===== src/rtl/sapho_pc_pkg.sv =====
// Shared types and constants for the sapho program-counter sequencer.
package sapho_pc_pkg;

    typedef enum logic {
        S_RUN = 1'b0,
        S_RET = 1'b1
    } state_e;

    // Request kinds, higher encoding wins when several are raised together
    typedef enum logic [2:0] {
        REQ_NONE = 3'd0,
        REQ_JZ   = 3'd1,
        REQ_JMP  = 3'd2,
        REQ_CALL = 3'd3,
        REQ_RET  = 3'd4
    } req_e;

    localparam int unsigned DEPTH_DEF = 8;
    localparam int unsigned NCNT      = $clog2(DEPTH_DEF + 1);

    function automatic req_e sel_req(input logic ret, input logic call,
                                     input logic jmp, input logic jz);
        req_e r;
        r = REQ_NONE;
        if (ret)       r = REQ_RET;
        else if (call) r = REQ_CALL;
        else if (jmp)  r = REQ_JMP;
        else if (jz)   r = REQ_JZ;
        return r;
    endfunction

endpackage


===== src/rtl/pc_stack_ctrl_depth_cnt.sv =====
// Up/down occupancy counter for the subroutine stack with full/empty flags.
module stk_depth_cnt
    import sapho_pc_pkg::*;
#(
    parameter int unsigned DEPTH = DEPTH_DEF,
    parameter int unsigned CNT_W = $clog2(DEPTH + 1)
) (
    input  logic clk,
    input  logic rst,
    input  logic inc,
    input  logic dec,
    output logic full,
    output logic empty
);

    logic [CNT_W-1:0] cnt_q, cnt_d;

    always_ff @(posedge clk) begin
        if (!rst) cnt_q <= '0;
        else      cnt_q <= cnt_d;
    end

    always_comb begin
        cnt_d = cnt_q;
        if (inc && !dec && !full)      cnt_d = cnt_q + CNT_W'(1);
        else if (dec && !inc && !empty) cnt_d = cnt_q - CNT_W'(1);
    end

    assign full  = (cnt_q == CNT_W'(DEPTH));
    assign empty = (cnt_q == '0);

endmodule


===== src/rtl/pc_stack_ctrl.sv =====
// Program-counter sequencer: CALL/RET/JMP/JZ resolution and stack initiator.
// Stack depth checking and the err flag are enabled by SAPHO_STACK_CHK_EN.
module pc_stack_ctrl
    import sapho_pc_pkg::*;
#(
    parameter int unsigned NADDR = 10,
    parameter int unsigned DEPTH = 8
) (
    input  logic             clk,
    input  logic             rst,
    input  logic             en,
    input  logic             call,
    input  logic             ret,
    input  logic             jmp,
    input  logic             jz,
    input  logic             zf,
    input  logic [NADDR-1:0] addr,
    output logic [NADDR-1:0] pc,
    output logic             fetch_vld,
    output logic             stk_push,
    output logic             stk_pop,
    output logic [NADDR-1:0] stk_din,
    input  logic [NADDR-1:0] stk_dout,
    output logic             err
);

    state_e           state_q, state_d;
    logic [NADDR-1:0] pc_q, pc_d, pc_inc_c;
    logic             err_q, err_d;
    logic             push_c, pop_c;
    logic             full_c, empty_c;
    req_e             req_c;

`ifdef SAPHO_STACK_CHK_EN
    localparam int unsigned CNT_W = $clog2(DEPTH + 1);

    stk_depth_cnt #(
        .DEPTH (DEPTH),
        .CNT_W (CNT_W)
    ) u_depth (
        .clk   (clk),
        .rst   (rst),
        .inc   (stk_push),
        .dec   (stk_pop),
        .full  (full_c),
        .empty (empty_c)
    );
`else
    assign full_c  = 1'b0;
    assign empty_c = 1'b0;
`endif

    always_ff @(posedge clk) begin
        if (!rst) begin
            state_q <= S_RUN;
            pc_q    <= '0;
            err_q   <= 1'b0;
        end else begin
            state_q <= state_d;
            pc_q    <= pc_d;
            err_q   <= err_d;
        end
    end

    assign pc_inc_c = pc_q + NADDR'(1);
    assign req_c    = sel_req(ret, call, jmp, jz);

    // Next-state and strobe decode; an over/underflowing request degrades to an increment
    always_comb begin
        state_d = state_q;
        pc_d    = pc_q;
        err_d   = err_q;
        push_c  = 1'b0;
        pop_c   = 1'b0;
        if (en) begin
            unique case (state_q)
                S_RUN: begin
                    unique case (req_c)
                        REQ_RET: begin
                            if (empty_c) begin
                                pc_d  = pc_inc_c;
                                err_d = 1'b1;
                            end else begin
                                state_d = S_RET;
                            end
                        end
                        REQ_CALL: begin
                            if (full_c) begin
                                pc_d  = pc_inc_c;
                                err_d = 1'b1;
                            end else begin
                                push_c = 1'b1;
                                pc_d   = addr;
                            end
                        end
                        REQ_JMP:  pc_d = addr;
                        REQ_JZ:   pc_d = zf ? addr : pc_inc_c;
                        default:  pc_d = pc_inc_c;
                    endcase
                end
                S_RET: begin
                    pop_c   = 1'b1;
                    pc_d    = stk_dout;
                    state_d = S_RUN;
                end
                default: state_d = S_RUN;
            endcase
        end
    end

    assign pc        = pc_q;
    assign fetch_vld = rst & (state_q == S_RUN);
    assign stk_push  = rst & push_c;
    assign stk_pop   = rst & pop_c;
    assign stk_din   = pc_inc_c;
    assign err       = err_q;

endmodule


===== config.mk =====
export PLATFORM = sky130hd
export DESIGN_NAME = pc_stack_ctrl
export DESIGN_NICKNAME = d
export VERILOG_FILES = /design/src/rtl/sapho_pc_pkg.sv /design/src/rtl/pc_stack_ctrl_depth_cnt.sv /design/src/rtl/pc_stack_ctrl.sv
export SDC_FILE = /design/constraint.sdc
export NUM_CORES = 1
export LEC_CHECK = 0
export BUFFER_PORTS_ARGS = -buffer_cell sky130_fd_sc_hd__buf_2
export CORE_MARGIN = 1
export CORE_UTILIZATION = 43
export CTS_CLUSTER_SIZE = 25
export DETAILED_ROUTE_END_ITERATION = 12
export PLACE_DENSITY_LB_ADDON = 0.12
export REMOVE_ABC_BUFFERS = 1
export SLEW_MARGIN = 20
export SYNTH_ARGS = -nofsm -noshare
export SYNTH_HDL_FRONTEND = slang
export SYNTH_HIERARCHICAL = 1
export SYNTH_SLANG_ARGS = --single-unit

===== constraint.sdc =====
create_clock -name clk -period 1.76 [get_ports clk]
set_input_delay 0.088 -clock clk [delete_from_list [all_inputs] [get_ports clk]]
set_output_delay 0.088 -clock clk [all_outputs]
set_load 0.01 [all_outputs]

Yosys cells after proc, flatten, opt, wreduce, memory -nomap -nowiden
Cells that the tools add are included.
{ "totals": {"register_bits": 11, "in_bits": 28, "output_inout_bits": 24, "wordCells": 28} }
{ "classes": {"n_addsub": 1, "eq_ne": 5, "n_mux": 14, "n_bitwise": 4, "n_reduce_logical": 2} }
{ "ops": {"columns": ["op", "n"], "rows": [
  ["case mux 10 bit (3 select lines)", 1],
  ["case mux 10 bit (2 select lines)", 1],
  ["adder 10 x 1 -> 10 bit (second input constant)", 1],
  ["2-to-1 mux 10 bit", 1],
  ["2-to-1 mux 1 bit", 7],
  ["equality test 3 x 2 -> 1 bit (second input constant)", 2],
  ["2-to-1 mux 3 bit", 2],
  ["AND 1 bit", 3],
  ["equality test 3 x 1 -> 1 bit (second input constant)", 1],
  ["equality test 3 bit (second input constant)", 1],
  ["2-to-1 mux 2 bit", 1],
  ["!= test 2 bit (second input constant)", 1],
  ["case mux 1 bit (2 select lines)", 1],
  ["AND reduction 2 bit", 1],
  ["OR reduction 2 bit", 1],
  ["NOT 1 bit", 1]
]} }

Logic depth before layout (Yosys ltp)
{ "logic_depth": {"word_depth": 9, "mapped_depth": 6, "depth_no_buf": 5} }

Worst setup path after synthesis
No wires, ideal clock.
{ "synth_path": {"path_type": "reg-to-reg", "from": "reg pc_q[0] (netlist: pc[0])", "to": "reg pc_q[4] (netlist: pc[4])", "setup_ps": 74, "t_arrival_ps": 1404, "required_ps": 1686, "path_slack_ps": 282, "stages_incl_launch_ff": 6, "path_buffers": 0, "synth_period_minus_slack_ps": 1478, "path_cell_list": "dfxtp_1 > ha_1 > nand3_1 > xnor2_1 > o211ai_1 > a31oi_1"} }
{ "synth_between": {"elab_chain_cells": 4} }
{ "synth_rtl": {"columns": ["item", "line", "rtl"], "rows": [
  ["from (decl)", "pc_stack_ctrl.sv:28", "logic [NADDR-1:0] pc_q, pc_d, pc_inc_c;"],
  ["from (signal assigned)", "pc_stack_ctrl.sv:60", "pc_q <= pc_d;"],
  ["adder 10 x 1 -> 10 bit (*)", "pc_stack_ctrl.sv:65", "assign pc_inc_c = pc_q + NADDR'(1);"],
  ["net stk_din[4]", "pc_stack_ctrl.sv:22", "output logic [NADDR-1:0] stk_din,"],
  ["2-to-1 mux 10 bit", "pc_stack_ctrl.sv:97", "REQ_JZ: pc_d = zf ? addr : pc_inc_c;"],
  ["case mux 10 bit (3 select lines) (*)", "pc_stack_ctrl.sv:78", "unique case (req_c)"],
  ["case mux 10 bit (2 select lines) (*)", "pc_stack_ctrl.sv:76", "unique case (state_q)"]
]} }
The timed path passes the listed nets; every way through them passes the cells marked *.
A chain may end at the register's enable or synchronous reset.

Worst setup path in the final report
{ "layout_path": {"from": "reg pc_q[0] (netlist: pc[0])", "to": "out stk_din[6]"} }
{ "layout_between": {"elab_chain_cells": 1} }
{ "layout_rtl": {"columns": ["item", "line"], "rows": [
  ["adder 10 x 1 -> 10 bit", "pc_stack_ctrl.sv:65"],
  ["to (decl)", "pc_stack_ctrl.sv:22"]
]} }
No other way between the ends.

==> reports/metrics.cfg <==
[clock_network]
clkSlewWorstSetupHoldPaths_ps=80
cts_made_buffers=3
cts_hold_buf=0
root_buffer=clkbuf_4
clkSinkCount=11
cts_tree=done
cts_resized=0
clk_latency_ps=280
cts.htree.levels=1
cts_setup_buffers=0
clockBufferDepth=2

[synth]
synthTopCellsByArea=dfxtp_1 (25%), o211ai_1 (5.1%), o211a_1 (4.6%)
ys_ff_latch=11
synth_area_per_cell_um2=8.71
synth-edff-count=0
ys.flop_type=dfxtp_1
synthCells=101
yosys_warnings=6
yosysTopAreaCell=dfxtp_1
synth_top_area_share_pct=25.0
ys_types=43
synth_area_um2=880
async_reset_ff_share_pct=0
ys_seq_area_share_pct=25.0

[critical_path]
critPathRequiredTime_ps=1670
cp_slowest_cell=dfxtp_1
critPathArrivalTime_ps=1540
path_max_fanout=8
critPathMaxStageDelay_ps=470
cp-start-kind=register
end_kind=output port
cp_cell_sequence=ha_1 -> nand2_1 -> xnor2_1 -> buf_2
crit_type=register to output port

[global_route]
grt_pass1_wl_mm=3.70
grt_pass1_vias=886
track_usage_pct=24.2
antenna_found_initial=0
grt_max_degree=18
grt_overflow=0

[final_layout]
n_antenna_cell=0
drive_gt1_share_pct=45.6
nFillCells=185
syn2layout_area_growth_pct=31.0
final_common_cell=buf_2
finish.instance_area_um2=1150
final_nets=179
layout_common_cells=buf_2 (50), dfxtp_1 (11), nand2_1 (8)

[status]
status=completed

[placement]
port_buffers=50
gp_congestion=0.780
dp_hpwl_mm=1.76
dp_slack_ps=328
placed_area_um2=1130

[floorplan]
rows=15
io_pins=52
die_height_um=47.2
die_area_um2=2230
core_area_um2=1820
die_w_um=47.2
floorplan.initialDensity_pct=48.3

[power_and_ir_drop]
p_leak_uw=0.000571
power_density_nw_per_um2=603
power_uw=695
ir_worst_vdd_mv=0.441

[timing]
fin_skew_ps=6.78
post-route-period-util_pct=92.7
min_period_ps=1630
setup_violations=0
grt_setup_unrepaired=no
setup_tns_ps=0
drv_slew=0
hold_viol=0
setup_ws_ps=128
max_freq_ghz=0.613

[route]
drc_errors=0
viasPerCell=5.66
postRouteAntennaNets=0
wl_per_cell_um=13.7
drt_iter0_drc=20
first_pass_iters=4
wirelength_mm=2.38
vias=985

[flow_run]
maxCapViolCount=0

[min_path]
hold_path.class=input port to register

path summary, 6_finish.rpt:
kind,slack [ps],startpoint,endpoint,cells past startpoint
setup / recovery,130,pc[0],stk_din[6],4
hold / removal,70,stk_dout[3],pc[3],3
setup reg to reg,310,pc[0],pc[4],5
hold reg to reg,570,pc[9],pc[9],2
synth_stat cells, types with 2 or more instances:
| cell type | number |
|---|---|
| nand2_1 | 8 |
| dfxtp_1 | 11 |
| xnor2_1 | 4 |
| nand3b_1 | 5 |
| nor2_1 | 2 |
| o221a_2 | 3 |
| clkbuf_1 | 3 |
| or3_1 | 3 |
| xor2_1 | 3 |
| a211oi_2 | 2 |
| o211ai_1 | 6 |
| o211a_1 | 4 |
| buf_4 | 2 |
| and3_1 | 2 |
| nand2b_1 | 3 |
| a31oi_1 | 4 |
| nand4_1 | 2 |
| inv_1 | 2 |
| nand3_1 | 5 |
| o21ai_0 | 4 |
metrics by stage:
step	util (%)	instances	hold slack, ps
6_report	63.3	174	67.9
5_1_grt	63.3	174	74.5
4_1_cts	63.3	174	60.3
3_5_place_dp	61.9	170	355
3_3_place_gp	61.9	170	352
2_1_floorplan	-	94	210
registers in the layout, indices dropped and copies added (netlist names):
register / count
pc: 10
state_q: 1
layer usage:
| layer | GRT usage [%] | wire length [µm] | up-vias |
|---|---|---|---|
| met4 | 14.9 | 44 | 0 |
| met2 | 39.2 | 1140 | 36 |
| met3 | 4.62 | 119 | 6 |
| met5 | 0 | 0 | - |
| met1 | 29.4 | 1070 | 466 |
| li1 | - | - | 477 |
cells by family (layout without fill, tap and decap cells):
kind of cell | count (synthesis) | after routing | share of synthesized area, %
muxes | 1 | 1 | 1.14
other | 1 | 1 | 0.426
AOI/OAI and AO/OA | 29 | 29 | 28.4
buffers and inverters | 10 | 58 | 6.40
adders and majority gates | 1 | 1 | 1.42
and+or+nand+nor | 40 | 40 | 28.3
DFF | 11 | 11 | 25.0
xor gates and xnor gates | 8 | 8 | 8.82
critical path: cells and delay by family (launching register included):
family | cells | cell delay, ps
buffers and inverters | 1 | 180
and+or+nand+nor | 1 | 90
adders and majority gates | 1 | 290
xor gates and xnor gates | 1 | 220
DFF | 1 | 470
where the power goes:
group | switching [µW] | internal, µW
clock network | 95.3 | 88.0
logic | 111 | 103
registers | 30.5 | 268
total | 236 | 459
cell type report:
cell class	instances	area [µm²]	share of cell area (%)
Inverter	3	13.8	1.19
Timing Repair Buffer	51	258	22.4
Tap cell	25	31.3	2.71
Sequential cell	11	220	19.1
Clock buffer	4	26.3	2.28
Multi-Input combinational cell	80	603	52.3
(Power assumes the default switching activity.)
